File: src/rtl/runner_command_gen.sv
// runner_command_gen: synchronised key edges become one-hot jump/drop commands, held until an update tick, then locked out for the manoeuvre length.
// Define RUNNER_CMD_BUFFER_EN to keep a one-deep pending command captured while busy.
module runner_command_gen #(
  parameter int TICK_DIV    = 833333,
  parameter int GROUND_Y    = 108,
  parameter int SYNC_STAGES = 2
) (
  input  logic       clk,
  input  logic       reset,
  input  logic       key_big,
  input  logic       key_small,
  input  logic       key_drop,
  input  logic [6:0] y_pos,
  output logic [2:0] operation,
  output logic       update,
  output logic       busy
);
  localparam int TW = $clog2(TICK_DIV);
  typedef enum logic [1:0] {IDLE, ARMED, AIRBORNE} state_t;
  state_t r_state, w_next;
  logic [TW-1:0] r_tick;
  logic [SYNC_STAGES-1:0] r_sb, r_ss, r_sd;
  logic [2:0] r_prev, r_edge, r_op, w_sync, w_edge, w_cand;
  logic [4:0] r_step, r_len;
  logic w_go;
  function automatic logic elig(input logic [2:0] op, input logic [6:0] y);
    return (op[0] | op[1]) ? (y == 7'(GROUND_Y)) : (op[2] & (y < 7'(GROUND_Y)));
  endfunction
  assign update = r_tick == TW'(TICK_DIV - 1);
  assign w_sync = {r_sd[SYNC_STAGES-1], r_ss[SYNC_STAGES-1], r_sb[SYNC_STAGES-1]};
  assign w_edge = r_edge[0] ? 3'b001 : r_edge[1] ? 3'b010 : r_edge[2] ? 3'b100 : 3'b000;
  always_ff @(posedge clk or posedge reset)
    if (reset) begin
      r_tick <= '0;
      r_sb   <= '0;
      r_ss   <= '0;
      r_sd   <= '0;
      r_prev <= '0;
      r_edge <= '0;
    end else begin
      r_tick <= update ? '0 : r_tick + TW'(1);
      r_sb   <= {r_sb[SYNC_STAGES-2:0], key_big};
      r_ss   <= {r_ss[SYNC_STAGES-2:0], key_small};
      r_sd   <= {r_sd[SYNC_STAGES-2:0], key_drop};
      r_prev <= w_sync;
      r_edge <= w_sync & ~r_prev;
    end
`ifdef RUNNER_CMD_BUFFER_EN
  logic [2:0] r_pend;
  // an eligible pending command beats a fresh edge on IDLE entry; pending is dropped either way
  assign w_cand = (r_pend != 3'b000 && elig(r_pend, y_pos)) ? r_pend : w_edge;
  always_ff @(posedge clk or posedge reset)
    if (reset) r_pend <= '0;
    else if (r_state == IDLE) r_pend <= '0;
    else if (w_edge != 3'b000) r_pend <= w_edge;
`else
  assign w_cand = w_edge;
`endif
  assign w_go = w_cand != 3'b000 && elig(w_cand, y_pos);
  always_ff @(posedge clk or posedge reset)
    if (reset) r_state <= IDLE;
    else r_state <= w_next;
  always_comb
    w_next = r_state == IDLE ? (w_go ? ARMED : IDLE) :
             r_state == ARMED ? (update ? AIRBORNE : ARMED) :
             (r_state == AIRBORNE && r_step != r_len) ? AIRBORNE : IDLE;
  always_ff @(posedge clk or posedge reset)
    if (reset) begin
      r_op   <= '0;
      r_len  <= '0;
      r_step <= '0;
    end else begin
      if (r_state == IDLE && w_go) begin
        r_op  <= w_cand;
        r_len <= w_cand[0] ? 5'd10 : w_cand[1] ? 5'd15 : 5'd9;
      end
      if (r_state == ARMED && update) r_step <= 5'd1;
      else if (r_state == AIRBORNE && update) r_step <= r_step + 5'd1;
    end
  always_comb begin
    operation = r_state == ARMED ? r_op : 3'b000;
    busy      = r_state != IDLE;
  end
endmodule

File: config.mk
export PLATFORM = sky130hd
export DESIGN_NAME = runner_command_gen
export DESIGN_NICKNAME = d
export VERILOG_FILES = /design/src/rtl/runner_command_gen.sv
export SDC_FILE = /design/constraint.sdc
export NUM_CORES = 1
export LEC_CHECK = 0
export ABC_AREA = 1
export ABC_CLOCK_PERIOD_IN_PS = 2100
export CAP_MARGIN = 20
export CORE_ASPECT_RATIO = 1.25
export CORE_UTILIZATION = 50
export DETAILED_ROUTE_END_ITERATION = 10
export GPL_ROUTABILITY_DRIVEN = 0
export PLACE_DENSITY = 0.76
export SYNTH_ARGS = -nofsm -noshare
export SYNTH_HDL_FRONTEND = slang
export SYNTH_SLANG_ARGS = --single-unit
File: constraint.sdc
create_clock -name clk -period 2.1 [get_ports clk]
set_input_delay 0.42 -clock clk [delete_from_list [all_inputs] [get_ports clk]]
set_output_delay 0.42 -clock clk [all_outputs]
set_load 0.005 [all_outputs]
==> results by group <==
Clock network
  • TritonCTS clock tree: yes
  • Root cell of the clock tree: clkbuf_8
  • Worst-path clk slew: 90 ps
  • H-tree depth: 2
  • Cts bufs inserted: 5
  • Clock tree sinks: 45
  • Clk buf depth: 2
  • Clk_lat worst skew: 300 ps

STA
  • Highest Clock Rate: 498 MHz
  • Hold Worst Slack: 355 ps
  • Part of the cycle the worst path needs: 95.6%
  • Rel. slew slack: 67.6%
  • Minimum clock period: 2010 ps
  • Hold Fails Final Rpt: 0
  • Max-slew violations: 0
  • Setup ws final: 93.4 ps
  • Final Setup Violations: 0
  • Skew final: 7.92 ps
  • Fin Setup TNS: 0 ps
  • Slew @ Worst Pin: 485 ps

Yosys
  • Synthesized Nets: 297
  • Ys Warns: 0
  • Post-synth top area cell: dfrtp_1
  • Main area contributors after synthesis: dfrtp_1 50%, nand2_1 11%, nor2_1 8.7%, inv_1 7.2%, nand3_1 5.4%
  • Synth Register Bits: 45
  • Syn Area/Cell: 7.95 um2
  • Post-Syn Area: 2240 um2
  • Sequential fraction of the synthesis area: 50.2%
  • Post-synth top area share: 50.2%
  • Synth unique cells: 25
  • Post-Synthesis Cells: 282

Worst setup path
  • Critical path origin: r_tick[0]
  • CP endpoint kind: output pin
  • CP top delay family: flip-flops
  • Reg2reg path depth: 10
  • Flop2flop setup slack: 430 ps
  • Instance count on the critical path: 7
  • CP startpoint kind: register
  • Crit path to: update
  • CP max-delay cell: dfrtp_1
  • Worst Path Arrival: 1590 ps
  • CP max stage delay: 400 ps
  • Critical-path cell list: inv_2 > ha_2 > nand2_1 > nor2_1 > nand2_1 > nor2_4 > dlygate4sd2_1
  • Kind of critical path: reg2out
  • RR Startpoint: r_tick[0]
  • CP dominant cell by count: nand2_1
  • Crit Reg-Reg Endpoint: r_step[1]
  • CP max FO: 3
  • WP buf/inv: 2
  • Critical Path RT: 1680 ps

Hold path
  • Hold Path Depth: 0
  • Hold Path Class: reg2reg

Cells and area
  • # diodes: 0
  • Multi-input gate area: 953 um2
  • Layout cells sized above 1: 8.36%
  • Fill cells: 371
  • Final Cell Area: 2630 um2
  • Area Overhead vs Synth: 17.4%
  • Reg area: 1130 um2
  • Nets: 325

Detailed routing
  • WL/cell: 11.2 um
  • DR iter-0 viols: 94
  • DR vias/cell: 4.95
  • Number of iterations in the first detailed-routing pass: 4
  • DRC violations left: 0
  • Routed via count: 1816
  • DRT antenna net count: 0
  • Total Routed Length: 4130 um

Global routing
  • Grt total ovfl: 0
  • GR Util All Layers: 20.6%
  • Initial antenna violation count: 0
  • Vias in the first global route: 1764
  • Maximum number of pins on one net before global-route repair: 29
  • First-pass GRT wire length: 7310 um

Die
  • Die X: 61.9 um
  • Die height: 76.9 um
  • Initial core utilization: 53.4%
  • Core Area: 4200 um2
  • Die Area: 4760 um2
  • Row count: 26
  • Io pins: 17

Power and ir drop
  • Sequential power share: 55.0%
  • Total Power: 0.00160 W
  • Gate power share: 3.1%
  • PwrDens: 610 nW/um2
  • Leakage power: 1.31 nW
  • Sw frac: 21.2%
  • Switch Pwr: 0.000340 W
  • Clock power share: 41.9%
  • Maximum vdd ir drop: 0.000559 V
  • Internal cell power: 0.00126 W

Run status
  • Outcome: completed

Flow run
  • Max cap viols: 0

Placement
  • I/O Buffers: 16
  • Detailed placer's ending HPWL: 3180 um
  • Placement Setup Slack: 113 ps
  • Placed Area: 2490 um2
## cell usage in the layout, fill, tap and decap left out, types with 4 or more instances in the layout
master            n
buf_4             6
clkbuf_8          5
clkdlybuf4s50_1  15
dfrtp_1          45
inv_1            41
nand2_1          68
nand3_1          24
nand4_1           5
nor2_1           51
nor3_1            4
o21ai_0           4
xor2_1           11
## cells by family (layout without fill, tap and decap cells)
| family | count (synthesis) | count (layout) | share of synthesized area [%] |
|---|---|---|---|
| XOR/XNOR | 14 | 14 | 5.47 |
| adder cells (fa/ha/maj) | 3 | 3 | 1.67 |
| AND/OR/NAND/NOR | 165 | 165 | 32.0 |
| flip-flops | 45 | 45 | 50.2 |
| AO/OA/AOI/OAI | 11 | 11 | 2.90 |
| buffers and inverters | 44 | 73 | 7.70 |
## power groups by stage
stage                     registers (W)  logic [W]  clock network, W
after floorplan                0.000898  0.0000224                 0
after global placement         0.000899  0.0000514                 0
after detailed placement       0.000900  0.0000522                 0
after CTS                      0.000882  0.0000523          0.000689
after global routing           0.000884  0.0000576          0.000724
final                          0.000882  0.0000502          0.000672
## registers in the layout, summed over array words and instances, names as in the netlist
name / count
r_tick: 20
r_step: 5
r_state: 2
r_prev: 3
r_len: 3
r_edge: 3
r_op: 3
r_sb: 2
r_ss: 2
r_sd: 2
## Yosys cell counts
library cell / count
buf_6: 1
o21ai_1: 1
a31o_2: 1
nor2_4: 2
o21bai_1: 2
nand3b_1: 2
nand2_2: 2
nor2_2: 2
xnor2_1: 3
xor2_1: 11
nand3_1: 24
nor3_2: 1
nor3b_1: 1
nor3_1: 4
nand4_1: 5
and3_1: 1
nand3_2: 1
ha_1: 3
a21oi_1: 2
o21ai_0: 4
inv_1: 43
dfrtp_1: 45
a31oi_1: 1
nor2_1: 52
nand2_1: 68
## stage by stage
step | util (%) | instances
2_1_floorplan | - | 282
3_3_place_gp | 59.4 | 357
3_5_place_dp | 59.4 | 357
4_1_cts | 62.5 | 367
5_1_grt | 62.7 | 367
6_report | 62.7 | 367
## repair_timing
action                                  in CTS  in global routing
hold buffers                                 0                  0
buffers inserted                             2                  0
gates resized for setup                      3                  2
endpoints found under the setup margin       1                  3
## how the worst min path moves through the flow
stage / startpoint / end / slack, ps
floorplan: r_sb[0] / r_sb[1] / 330
global placement: r_ss[0] / r_ss[1] / 330
detailed placement: r_sb[0] / r_sb[1] / 340
CTS: r_sb[0] / r_sb[1] / 360
global route: r_sd[0] / r_sd[1] / 360
finish: r_sb[0] / r_sb[1] / 350
## worst reg2reg max path, delay by kind of cell (launching register included)
kind,cells,cell delay (ps)
and+or+nand+nor,6,540
DFF,1,400
buffers and inverters,2,280
adders and majority gates,1,190
AOI/OAI and AO/OA,1,160
## final cells by class
type	instances	share of cell area, %
Clock buffer	5	2.62
Clock inverter	3	1.81
Inverter	43	6.13
Multi-Input combinational cell	193	36.2
Sequential cell	45	42.8
Tap cell	56	2.66
Timing Repair Buffer	22	7.75
## layer usage
metal	up-vias	share of wire [%]	GRT usage (%)	wire length [um]
li1	927	-	-	-
met2	23	52	33.9	2170
met4	0	2.5	9.78	104
met1	857	42	24.4	1740
met5	-	0	0	0
met3	9	2.8	4.72	115
(Power assumes the default switching activity.)
==> patch 1: new RTL, same flow settings <==
Add a define of `RUNNER_CMD_BUFFER_EN`.
--- a/src/rtl/runner_command_gen.sv
+++ b/src/rtl/runner_command_gen.sv
@@ -1,5 +1,7 @@
 // runner_command_gen: synchronised key edges become one-hot jump/drop commands, held until an update tick, then locked out for the manoeuvre length.
 // Define RUNNER_CMD_BUFFER_EN to keep a one-deep pending command captured while busy.
+`define RUNNER_CMD_BUFFER_EN
+
 module runner_command_gen #(
   parameter int TICK_DIV    = 833333,
   parameter int GROUND_Y    = 108,
Check against the original RTL: same outputs for any inputs over 10 cycles, from zero or initial values and one cycle with reset high; that may be too few to reach the edited logic, so the function may still have changed.
==> patch 1 against the unedited design <==
Synthesized cell count is 6.7% higher. Clock skew down 0.00068 ns. Sequential cell count up 4. Wire length grew 21%. Global-route usage is 0.25 points lower. Area after synthesis grew 18%. Design area rose by 18%. Die area increased by 17%. Worst setup slack got worse by 0.0084 ns. Final cell count is 9.3% higher.
Power is not compared: it rests on default switching activity, and its combinational part moved more than twofold at a synthesized area within 25%.
==> patch 1: results (changes against the unedited design) <==
run_status:
  outcome: "finished, final reports clean"
routing:
  num_vias: 2045  # +13%
  detail_route.iter0.violations: 117  # +24%
placed_design:
  post_dp_cell_area_um2: 2950  # +18%
  detailedPlacementHpwl_mm: 3.84  # +21%
  dpl.cell_count: 387  # +8.4%
synthesis:
  synth.distinct_cells: 34  # +36%
  netlist_top_cells_count: "56 x sky130_fd_sc_hd__nand2_1, 49 x sky130_fd_sc_hd__dfrtp_1, 45 x sky130_fd_sc_hd__inv_1, 27 x sky130_fd_sc_hd__nor2_1, 18 x sky130_fd_sc_hd__nand3_1"
  synth.top_cells.by_area: "sky130_fd_sc_hd__dfrtp_1 46%, sky130_fd_sc_hd__nand2_1 8.0%, sky130_fd_sc_hd__inv_1 6.4%"
  syn_nets: 316  # +6.4%
  part_of_the_yosys_area_used_for_sequential_elements_pct: 46.5  # -3.7 points
critical_path:
  setup.reg_to_reg.worst_slack_ns: 0.34  # -0.09 ns
  critical_path.reg2reg.startpoint: "r_tick[1]"
  worst-path-max-fanout: 4  # +1
  rr_endpoint: "r_step[4]"
  ff2ff_path_depth: 8  # -2
timing:
  clock_skew_ns: 0.00724  # -0.000676 ns
  slew_headroom_pct: 69.5  # +1.9 points
final_layout:
  largestRegisters: "r_tick x20, r_step x5, r_len x4"
  number_of_standard_cells_in_the_layout_taps_in_and_fillers_out: 401  # +9.3%
  final_layout_size_suffix_gt1_share_pct: 22.1  # +14 points
  final.fill_count: 452  # +22%
  net_total_in_the_final_layout: 353  # +8.6%
grt:
  largest_net_degree_at_the_start_of_global_routing: 23  # -21%
  grt_util_all_layers_pct: 20.3  # -0.25 points
[patch 1: area by class of cell]
cell class / count / share of cell area (%)
flip-flops and latches: 49 / 39.6
multi-input cells: 199 / 39.3
repair buffers: 31 / 9.16
inverters: 52 / 6.29
clock buffers: 6 / 2.66
well taps: 62 / 2.50
clock inverters: 2 / 0.444
[patch 1: kinds of logic after synthesis]
group | after synthesis | share of synthesized area, %
buf+inv | 53 | 7.54
fa+ha+maj | 3 | 1.42
xor+xnor | 13 | 4.32
compound gates | 20 | 4.03
flops | 49 | 46.5
simple gates | 163 | 36.2
[patch 1: worst max-delay path, stage by stage, from the launching register on]
cell and delay (ns):
sky130_fd_sc_hd__dfrtp_1 0.39, sky130_fd_sc_hd__inv_1 0.09, sky130_fd_sc_hd__nor2_4 0.14, sky130_fd_sc_hd__inv_2 0.08, sky130_fd_sc_hd__nor2_1 0.09, sky130_fd_sc_hd__clkdlybuf4s50_1 0.50
[patch 1: repair_timing]
item,4_1_cts,5_1_grt
gates resized for setup,2,5
hold buffers,0,0
endpoints found under the setup margin,4,4
pin swaps,0,1
buffers inserted,0,6
[patch 1: worst max path at each step]
stage	startpoint	end	slack, ns	depth (start not counted)
finish	r_state[0]	operation[0]	0.09	5
global route	r_tick[3]	update	-0.02	6
CTS	r_state[1]	operation[0]	0.001	4
detailed placement	y_pos[2]	r_op[0]	0.02	12
global placement	y_pos[2]	r_len[2]	0.09	12
floorplan	r_tick[0]	update	0.46	4
[patch 1: metrics by stage]
| stage | utilization, % | hold slack (ns) |
|---|---|---|
| finish | 61.1 | 0.352 |
| global route | 61.1 | 0.367 |
| CTS | 60.0 | 0.355 |
| detailed placement | 58.1 | 0.338 |
| global placement | 58.1 | 0.333 |
| floorplan | - | 0.331 |
[patch 1: report_power, final]
| group | switching [mW] | internal [mW] |
|---|---|---|
| clock network | 0.323 | 0.267 |
| registers | 0.00713 | 0.960 |
| logic | 0.0853 | 0.0534 |
| total | 0.416 | 1.28 |
[patch 1: routing by layer]
metal / global-route usage, % / part of all wire (%)
met5: 0 / 0
met4: 8.70 / 2.0
met3: 3.71 / 2.5
met2: 35.3 / 53
met1: 23.7 / 42
==> patch 2: new RTL, same settings <==
Without the edit above. Put a register stage on the output `operation`, with the module's reset. The value now appears one clock later. The other outputs are not delayed to match.
--- a/src/rtl/runner_command_gen.sv
+++ b/src/rtl/runner_command_gen.sv
@@ -17,6 +17,8 @@
 );
   localparam int TW = $clog2(TICK_DIV);
   typedef enum logic [1:0] {IDLE, ARMED, AIRBORNE} state_t;
+
+  logic [2:0] operation_d;
   state_t r_state, w_next;
   logic [TW-1:0] r_tick;
   logic [SYNC_STAGES-1:0] r_sb, r_ss, r_sd;
@@ -78,8 +80,16 @@
       else if (r_state == AIRBORNE && update) r_step <= r_step + 5'd1;
     end
   always_comb begin
-    operation = r_state == ARMED ? r_op : 3'b000;
+    operation_d = r_state == ARMED ? r_op : 3'b000;
     busy      = r_state != IDLE;
   end
+  always_ff @(posedge clk or posedge reset) begin
+    if (reset) begin
+      operation <= '0;
+    end else begin
+      operation <= operation_d;
+    end
+  end
+
 endmodule
 
Formal check against the unedited RTL: not equivalent (a bounded check fails within 10 cycles, from zero or initial values and one cycle with reset high).
==> patch 2 against the unedited design <==
Design area fell by 0.24%. Hold slack hardly changed. Wire length is 4.8% lower. Area after synthesis rose by 0.17%. Global-route usage down 0.66 points. Worst setup slack improved by 0.082 ns. Total power up 2.8%. Largest cell class unchanged. Sequential cell count up 3.
==> patch 2: results (changes against the unedited design) <==
final_layout:
  net_total_in_the_final_layout: 317  # -2.5%
  final.fill_count: 351  # -5.4%
  antennaDiodeCount: 0  # unchanged
  largestRegisters: "r_tick x20, r_step x5, r_len x4"
  final_layout_size_suffix_gt1_share_pct: 7.92  # -0.44 points
clock_tree:
  worstSkewPairLatency_ns: 0.30  # about the same
  cts_buffers: 5  # unchanged
  clk_root_buffer_cell: "sky130_fd_sc_hd__clkbuf_8"
  clk_pin_slew_worst_paths_ns: 0.08
  cts.path.max_buffers: 2  # unchanged
  cts_max_level: 2  # unchanged
placed_design:
  place.port_buffers: 16  # unchanged
  post_dp_cell_area_um2: 2500  # +0.35%
  detailedPlacementHpwl_mm: 2.88  # -9.6%
  pre_cts_ws_ns: 0.186  # +0.0731 ns
synthesis:
  synth_warnings: 0  # unchanged
  synth_top_flop_cell: "sky130_fd_sc_hd__dfrtp_1"
  netlist_top_cells_count: "77 x sky130_fd_sc_hd__nand2_1, 52 x sky130_fd_sc_hd__nor2_1, 48 x sky130_fd_sc_hd__dfrtp_1, 37 x sky130_fd_sc_hd__inv_1, 16 x sky130_fd_sc_hd__nand3_1"
  synth.top_cells.by_area: "sky130_fd_sc_hd__dfrtp_1 53%, sky130_fd_sc_hd__nand2_1 13%, sky130_fd_sc_hd__nor2_1 8.7%"
  async_reset_ff_share_pct: 100  # unchanged
  syn_nets: 290  # -2.4%
  synth.distinct_cells: 25  # unchanged
  part_of_the_yosys_area_used_for_sequential_elements_pct: 53.5  # +3.3 points
routing:
  vias_per_cell: 4.85  # -2.0%
  firstDrtPassIters: 4  # unchanged
  route.final.wire_length_mm: 3.93  # -4.8%
  detail_route.iter0.violations: 119  # +27%
critical_path:
  worst-path-max-fanout: 2  # -1
  critical_path_arrival_ns: 1.50  # -0.09 ns
  ff2ff_path_depth: 10  # unchanged
pwr:
  static-leakage-power_nw: 1.30  # -0.99%
  ir_worst_vdd_mv: 0.476  # -15%
grt:
  grt_util_all_layers_pct: 19.9  # -0.66 points
  antenna_violations_before_repair: 0  # unchanged
  globalRoute.totalOverflow: 0  # unchanged
  first_global_vias: 1720  # -2.5%
  grt_first_pass_wirelength_mm: 6.98  # -4.6%
  largest_net_degree_at_the_start_of_global_routing: 49  # +69%
worst_hold_path:
  hold_depth: 0  # unchanged
  worstHoldPathType: "flip-flop to flip-flop"
run_status:
  outcome: "finished, final reports clean"
timing:
  clock_skew_ns: 0.00484  # -0.00308 ns
  worst_pin_slew_ns: 0.556  # +0.0710 ns
patch 2: cell count changes after synthesis, sizes merged:
cell	change
a31o	-1
a31oi	-1
and3	-1
dfrtp	+3
inv	-5
nand2	+8
nand3	-8
nand3b	+1
nand4	-3
nor3b	+2
o211ai	+1
o21ai	-1
or2	+1
xor2	-3
patch 2: power by group:
group          internal, mW  switching, mW  leakage [nW]
registers             0.935        0.00436         0.622
logic                0.0264         0.0271         0.621
clock network         0.352          0.304        0.0541
total                  1.31          0.335          1.30
patch 2: worst max-delay path, cell delays in order (launching register included):
cell and delay, ns:
sky130_fd_sc_hd__dfrtp_1 0.40, sky130_fd_sc_hd__inv_2 0.07, sky130_fd_sc_hd__ha_1 0.14, sky130_fd_sc_hd__nand2_1 0.05, sky130_fd_sc_hd__nor2_1 0.10, sky130_fd_sc_hd__nand2_1 0.09, sky130_fd_sc_hd__nor2_4 0.12, sky130_fd_sc_hd__dlygate4sd2_1 0.24
patch 2: routing by layer:
| layer | vias to the layer above | GRT usage [%] | part of all wire [%] |
|---|---|---|---|
| met1 | 812 | 22.4 | 43 |
| met2 | 24 | 33.2 | 51 |
| met4 | 0 | 8.22 | 2.7 |
| li1 | 895 | - | - |
| met5 | - | 0 | 0 |
| met3 | 10 | 6.41 | 2.7 |
patch 2: path summary, 6_finish.rpt:
| kind | start | slack [ns] | end |
|---|---|---|---|
| max | r_tick[0] | 0.18 | update |
| min | r_sd[0] | 0.35 | r_sd[1] |
| max reg2reg | r_tick[0] | 0.43 | r_tick[12] |
| min reg2reg | r_sd[0] | 0.35 | r_sd[1] |
| max in group asynchronous | reset | 1.41 | r_tick[15] |
| min in group asynchronous | reset | 0.46 | operation[0] |
patch 2: area by class of cell:
cell class | count | area [um^2] | area share (%)
Sequential cell | 48 | 1200 | 45.8
Multi-Input combinational cell | 188 | 891 | 33.9
Clock inverter | 3 | 42.5 | 1.62
Timing Repair Buffer | 21 | 209 | 7.96
Inverter | 38 | 143 | 5.43
Clock buffer | 5 | 68.8 | 2.62
Tap cell | 56 | 70.1 | 2.67
patch 2: repair_timing:
action	in CTS	in global routing
hold buffers	0	0
resized for setup	2	0
buffers inserted	2	0
endpoints found under the setup margin	1	0
patch 2: kinds of logic (layout without fill, tap and decap cells):
family                   after synthesis  in the layout  share of synthesized area [%]
AND/OR/NAND/NOR                      165            165                           31.4
buffers and inverters                 39             67                           6.85
AO/OA/AOI/OAI                          9              9                           2.34
flip-flops                            48             48                           53.5
XOR/XNOR                              11             11                           4.29
adder cells (fa/ha/maj)                3              3                           1.67
patch 2: metrics by stage:
step	utilization, %	cells
2_1_floorplan	-	275
3_3_place_gp	59.6	349
3_5_place_dp	59.6	349
4_1_cts	62.6	359
5_1_grt	62.6	359
6_report	62.6	359
